[src/rtl/ysyx_25030081_lsu_pkg.sv]
// Shared definitions for the load/store unit:
// mem_op field positions, FSM state codes, alignment helper.
package ysyx_25030081_lsu_pkg;

   localparam int OP_UNS  = 2;
   localparam int OP_WORD = 1;
   localparam int OP_HALF = 0;

   typedef enum logic [1:0] {
      ST_IDLE = 2'd0,
      ST_REQ  = 2'd1,
      ST_RSP  = 2'd2,
      ST_DONE = 2'd3
   } lsu_state_e;

   // word needs a[1:0]==0, half needs a[0]==0, byte always fine
   function automatic logic misaligned(
      input logic [2:0] op,
      input logic [1:0] a
   );
      return (op[OP_WORD] && (a != 2'b00))
          || (!op[OP_WORD] && op[OP_HALF] && a[0]);
   endfunction

endpackage

[src/rtl/ysyx_25030081_lsu_align.sv]
// Lane steering for the LSU: store strobes / data shift
// and load byte extraction with sign or zero extension.
module ysyx_25030081_lsu_align (
   input  logic [2:0]  st_op,
   input  logic [1:0]  st_a,
   input  logic [31:0] st_wdata,
   output logic [3:0]  st_wstrb,
   output logic [31:0] st_wdata_sh,
   input  logic [2:0]  ld_op,
   input  logic [1:0]  ld_a,
   input  logic [31:0] ld_rdata,
   output logic [31:0] ld_data
);
   import ysyx_25030081_lsu_pkg::*;

   logic [31:0] d;
   logic        sx;

   // store side: shift data into its byte lane, strobe the lanes touched
   always_comb begin
      st_wdata_sh = st_wdata << {st_a, 3'b000};
      st_wstrb    = 4'b0001 << st_a;
      unique case (1'b1)
         st_op[OP_WORD]:                    st_wstrb = 4'b1111;
         (!st_op[OP_WORD] && st_op[OP_HALF]): st_wstrb = 4'b0011 << st_a;
         default:                           st_wstrb = 4'b0001 << st_a;
      endcase
   end

   // load side: bring addressed lane down to bit 0, then extend
   always_comb begin
      d       = ld_rdata >> {ld_a, 3'b000};
      sx      = ~ld_op[OP_UNS];
      ld_data = {{24{sx & d[7]}}, d[7:0]};
      unique case (1'b1)
         ld_op[OP_WORD]:                    ld_data = d;
         (!ld_op[OP_WORD] && ld_op[OP_HALF]): ld_data = {{16{sx & d[15]}}, d[15:0]};
         default:                           ld_data = {{24{sx & d[7]}}, d[7:0]};
      endcase
   end

endmodule

[src/rtl/ysyx_25030081_lsu.sv]
// Load/store unit: one SimpleBus access at a time between EXU and WBU,
// stalling the core through in_ready until the result is taken.
module ysyx_25030081_lsu #(
   parameter int XLEN = 32
) (
   input  logic            clk,
   input  logic            rst,
   input  logic            in_valid,
   output logic            in_ready,
   input  logic            in_ren,
   input  logic            in_wen,
   input  logic [2:0]      in_op,
   input  logic [XLEN-1:0] in_addr,
   input  logic [XLEN-1:0] in_wdata,
   output logic            out_valid,
   input  logic            out_ready,
   output logic [XLEN-1:0] out_rdata,
   output logic            out_err,
   output logic            req_valid,
   input  logic            req_ready,
   output logic            req_wen,
   output logic [XLEN-1:0] req_addr,
   output logic [XLEN-1:0] req_wdata,
   output logic [3:0]      req_wstrb,
   input  logic            rsp_valid,
   output logic            rsp_ready,
   input  logic [XLEN-1:0] rsp_rdata,
   input  logic            rsp_err
);
   import ysyx_25030081_lsu_pkg::*;

   lsu_state_e  state;
   logic [2:0]  op_q;
   logic [1:0]  a_q;
   logic        access;
   logic        mis;
   logic [3:0]  st_wstrb;
   logic [31:0] st_wdata_sh;
   logic [31:0] ld_data;

   assign access   = in_ren | in_wen;
   assign mis      = access & misaligned(in_op, in_addr[1:0]);
   assign in_ready = (state == ST_IDLE);

   ysyx_25030081_lsu_align u_align (
      .st_op       (in_op),
      .st_a        (in_addr[1:0]),
      .st_wdata    (in_wdata),
      .st_wstrb    (st_wstrb),
      .st_wdata_sh (st_wdata_sh),
      .ld_op       (op_q),
      .ld_a        (a_q),
      .ld_rdata    (rsp_rdata),
      .ld_data     (ld_data)
   );

   // access sequencer with registered bus and result outputs
   always_ff @(posedge clk) begin
      if (rst) begin
         state     <= ST_IDLE;
         op_q      <= '0;
         a_q       <= '0;
         out_valid <= 1'b0;
         out_rdata <= '0;
         out_err   <= 1'b0;
         req_valid <= 1'b0;
         req_wen   <= 1'b0;
         req_addr  <= '0;
         req_wdata <= '0;
         req_wstrb <= '0;
         rsp_ready <= 1'b0;
      end else begin
         unique case (state)
            ST_IDLE: if (in_valid) begin
               op_q      <= in_op;
               a_q       <= in_addr[1:0];
               out_rdata <= '0;
               out_err   <= mis;
               if (access && !mis) begin
                  state     <= ST_REQ;
                  req_valid <= 1'b1;
                  req_wen   <= in_wen;
                  req_addr  <= {in_addr[XLEN-1:2], 2'b00};
                  req_wdata <= in_wen ? st_wdata_sh : '0;
                  req_wstrb <= in_wen ? st_wstrb : 4'b0000;
               end else begin
                  state     <= ST_DONE;
                  out_valid <= 1'b1;
               end
            end
            ST_REQ: if (req_ready) begin
               req_valid <= 1'b0;
               rsp_ready <= 1'b1;
               state     <= ST_RSP;
            end
            ST_RSP: if (rsp_valid) begin
               rsp_ready <= 1'b0;
               out_valid <= 1'b1;
               out_err   <= rsp_err;
               out_rdata <= req_wen ? '0 : ld_data;
               state     <= ST_DONE;
            end
            ST_DONE: if (out_ready) begin
               out_valid <= 1'b0;
               state     <= ST_IDLE;
            end
            default: state <= ST_IDLE;
         endcase
      end
   end

endmodule

[config.mk]
export PLATFORM = sky130hd
export DESIGN_NAME = ysyx_25030081_lsu
export DESIGN_NICKNAME = d
export VERILOG_FILES = /design/src/rtl/ysyx_25030081_lsu_pkg.sv /design/src/rtl/ysyx_25030081_lsu_align.sv /design/src/rtl/ysyx_25030081_lsu.sv
export SDC_FILE = /design/constraint.sdc
export NUM_CORES = 1
export LEC_CHECK = 0
export CAP_MARGIN = 0
export CORE_MARGIN = 1
export CORE_UTILIZATION = 47
export DETAILED_ROUTE_END_ITERATION = 8
export GPL_ROUTABILITY_DRIVEN = 0
export GPL_TIMING_DRIVEN = 0
export PLACE_DENSITY = 0.92
export SETUP_SLACK_MARGIN = 0.02
export SLEW_MARGIN = 20
export SYNTH_ARGS = -nofsm -noshare
export SYNTH_HDL_FRONTEND = slang
export SYNTH_SLANG_ARGS = --single-unit
[constraint.sdc]
create_clock -name clk -period 4.9 [get_ports clk]
set_clock_uncertainty 0.1 [all_clocks]
set_input_delay 0.98 -clock clk [delete_from_list [all_inputs] [get_ports clk]]
set_output_delay 0.98 -clock clk [all_outputs]
set_load 0.05 [all_outputs]
==> impl_metrics.ini <==
[worst_setup_path]
crit_path_start_kind = flip-flop
cp-startpoint = state[1]
reg2reg_depth = 7
path_max_fanout = 7
end_kind = primary output
crit_required_ns = 3.82
crit_type = flip-flop to primary output
reg2reg_slack_ns = 2.43
worstPathArrival_ns = 2.10
r2r_start = state[1]
reg2reg_to = req_wdata[31]

[synthesis]
yosysMostFrequentCell = nand2_1
yosysWarnings = 0
synthArstFlopShare = 0
synth_cell_types = 49
yosys-top-cells-count = 129 x nand2_1, 110 x dfxtp_1, 68 x a21oi_1, 45 x nor2_1, 32 x mux2i_1
synth_ff_type = dfxtp_1
yosys-top-cells-area = dfxtp_1 42%, nand2_1 9.3%, a21oi_1 6.5%
synth_area_um2 = 5220
syn_avg_cell_area_um2 = 8.54
netlist.area_leader.share = 0.422
yosys_register_bits = 110
synth_enable_flop_cells = 0
yosys.area.top_type = dfxtp_1
yosysSeqAreaShare = 0.422
synthCells = 612

[power]
p_sw_mw = 1.13
swShare = 0.387
p_int_mw = 1.80
leakagePower_nw = 2.72
p_clk_frac = 0.242
p_seq_frac = 0.351
vdd_drop_max_uv = 274
power.density_nw_per_um2 = 377
pwr-share-comb = 0.407

[sta]
slew_headroom = 0.602
slew_violations = 0
setup_violations = 0
finalHoldViolCount = 0
rsz0062_at_grt = no
tightest_slew_ns = 0.597
max_freq_mhz = 314
fin_crit_sh = 0.650
fin_tns_setup_ns = 0
period_minus_slack_ns = 3.18

[global_routing]
grt_max_degree = 19
grt_pass1_vias = 5596
grt_pass1_wl_mm = 27.2
antenna_found_initial = 0
grt_overflow_total = 0
grt_usage = 0.301

[place]
port-buffer-count = 211
dp_cells = 964
dp_hpwl_mm = 13.3

[clock_tree]
post_cts_buffers = 0
cts.sinks = 110
tritoncts = built
clock_path_buffers = 2
ctsHoldBuffers = 0
root_buffer = clkbuf_8
clk_latency_ns = 0.36
cts_htree_levels = 3
cts-resized-gates = 0
clk_pin_slew_ns = 0.10
numCtsBuffers = 9

[layout]
drive_gt1_frac = 0.0679
final_cells = 980
antennaDiodeCount = 0
layout.nets = 949
syn2layout_area_growth_pct = 49.0

[floorplan]
die_area_um2 = 11500
die_h_um = 107
die_w_um = 107
core_um2 = 10800
io_pins = 214
start_util = 0.482
placementRows = 38

[detailed_routing]
route.met2.wl_mm = 8.06
wl_met3_mm = 1.60
wirelength_mm = 17.6
top_layer = met4
routed_via_density = 5.87
drc = 0
dr.pass1.iters = 7
met1Wirelength_mm = 7.06
num_vias = 5757
antenna_left = 0
first_iter_violations = 338
wire_per_inst_um = 17.9

[hold_path]
hold_depth = 2
hold_path.startpoint = req_addr[31]
hold-path-endpoint = req_addr[31]
hold_class = flip-flop to flip-flop

[run]
drv.max_cap_violation_count = 0

[status]
status = complete, no violations
==> final cells by class <==
class / count / area [um2]
Sequential cell: 110 / 2200
Fill cell: 801 / 3060
Timing Repair Buffer: 211 / 2110
Multi-Input combinational cell: 445 / 2750
Tap cell: 140 / 175
Clock inverter: 7 / 144
Inverter: 3 / 11.3
Clock buffer: 9 / 124
Buffer: 55 / 264
==> worst max path at each step <==
stage	slack, ns	end
after floorplan	2.55	out_rdata[5]
after global placement	1.81	req_wdata[11]
after detailed placement	1.75	req_wdata[16]
after CTS	1.72	in_ready
after global routing	1.65	in_ready
final	1.72	in_ready
==> placed cells by master (no fill, tap or decap), drive strengths merged, types with 7 or more instances in the layout <==
cell type	instances
dfxtp	110
o31ai	10
a211o	8
a211oi	9
mux2i	32
o2bb2ai	16
o2111ai	8
a21oi	68
a22oi	18
nand3b	8
nor2	45
buf	25
nand3	9
clkdlybuf4s50	211
nand2	130
clkbuf	39
a221oi	16
mux2	9
nor2b	13
a32oi	7
==> kinds of logic after synthesis <==
family / share of synthesized area
flip-flops: 0.422
AND/OR/NAND/NOR: 0.194
adder cells (fa/ha/maj): 0.0144
multiplexers: 0.0850
AO/OA/AOI/OAI: 0.231
other: 0.000718
buffers and inverters: 0.0527
==> critical path, cell delays in order (launching register included) <==
cell,delay (ns)
dfxtp_1,0.37
inv_1,0.15
ha_1,0.34
clkdlybuf4s50_1,0.88
==> power groups by stage <==
stage / Clock (mW) / Combinational, mW / Sequential [mW]
after floorplan: 0 / 0.562 / 1.25
after global placement: 0 / 1.14 / 1.04
after detailed placement: 0 / 1.17 / 1.05
after CTS: 0.722 / 1.18 / 1.03
after global routing: 0.763 / 1.26 / 1.04
final: 0.710 / 1.19 / 1.03
==> state kept, by name, summed over array words and instances, names as in the netlist, 2 cells and up <==
signal     count
op_q           3
req_wdata     32
req_wstrb      4
a_q            2
req_addr      30
out_rdata     32
state          2
==> per-stage QoR <==
| step | setup WS [ns] | utilization | hold slack [ns] | instance area (um2) | power, mW |
|---|---|---|---|---|---|
| floorplan | 2.55 | - | 0.379 | 5230 | 1.82 |
| global placement | 1.81 | 0.693 | 0.340 | 7510 | 2.18 |
| detailed placement | 1.75 | 0.693 | 0.343 | 7510 | 2.22 |
| CTS | 1.72 | 0.718 | 0.358 | 7780 | 2.93 |
| global route | 1.65 | 0.718 | 0.386 | 7780 | 3.06 |
| finish | 1.72 | 0.718 | 0.359 | 7780 | 2.93 |
==> routing by layer <==
metal	vias to the layer above	GRT usage
met4	0	0.169
met3	86	0.0751
met2	384	0.489
met1	2656	0.363
met5	-	0
li1	2631	-
(Power assumes the default switching activity.)
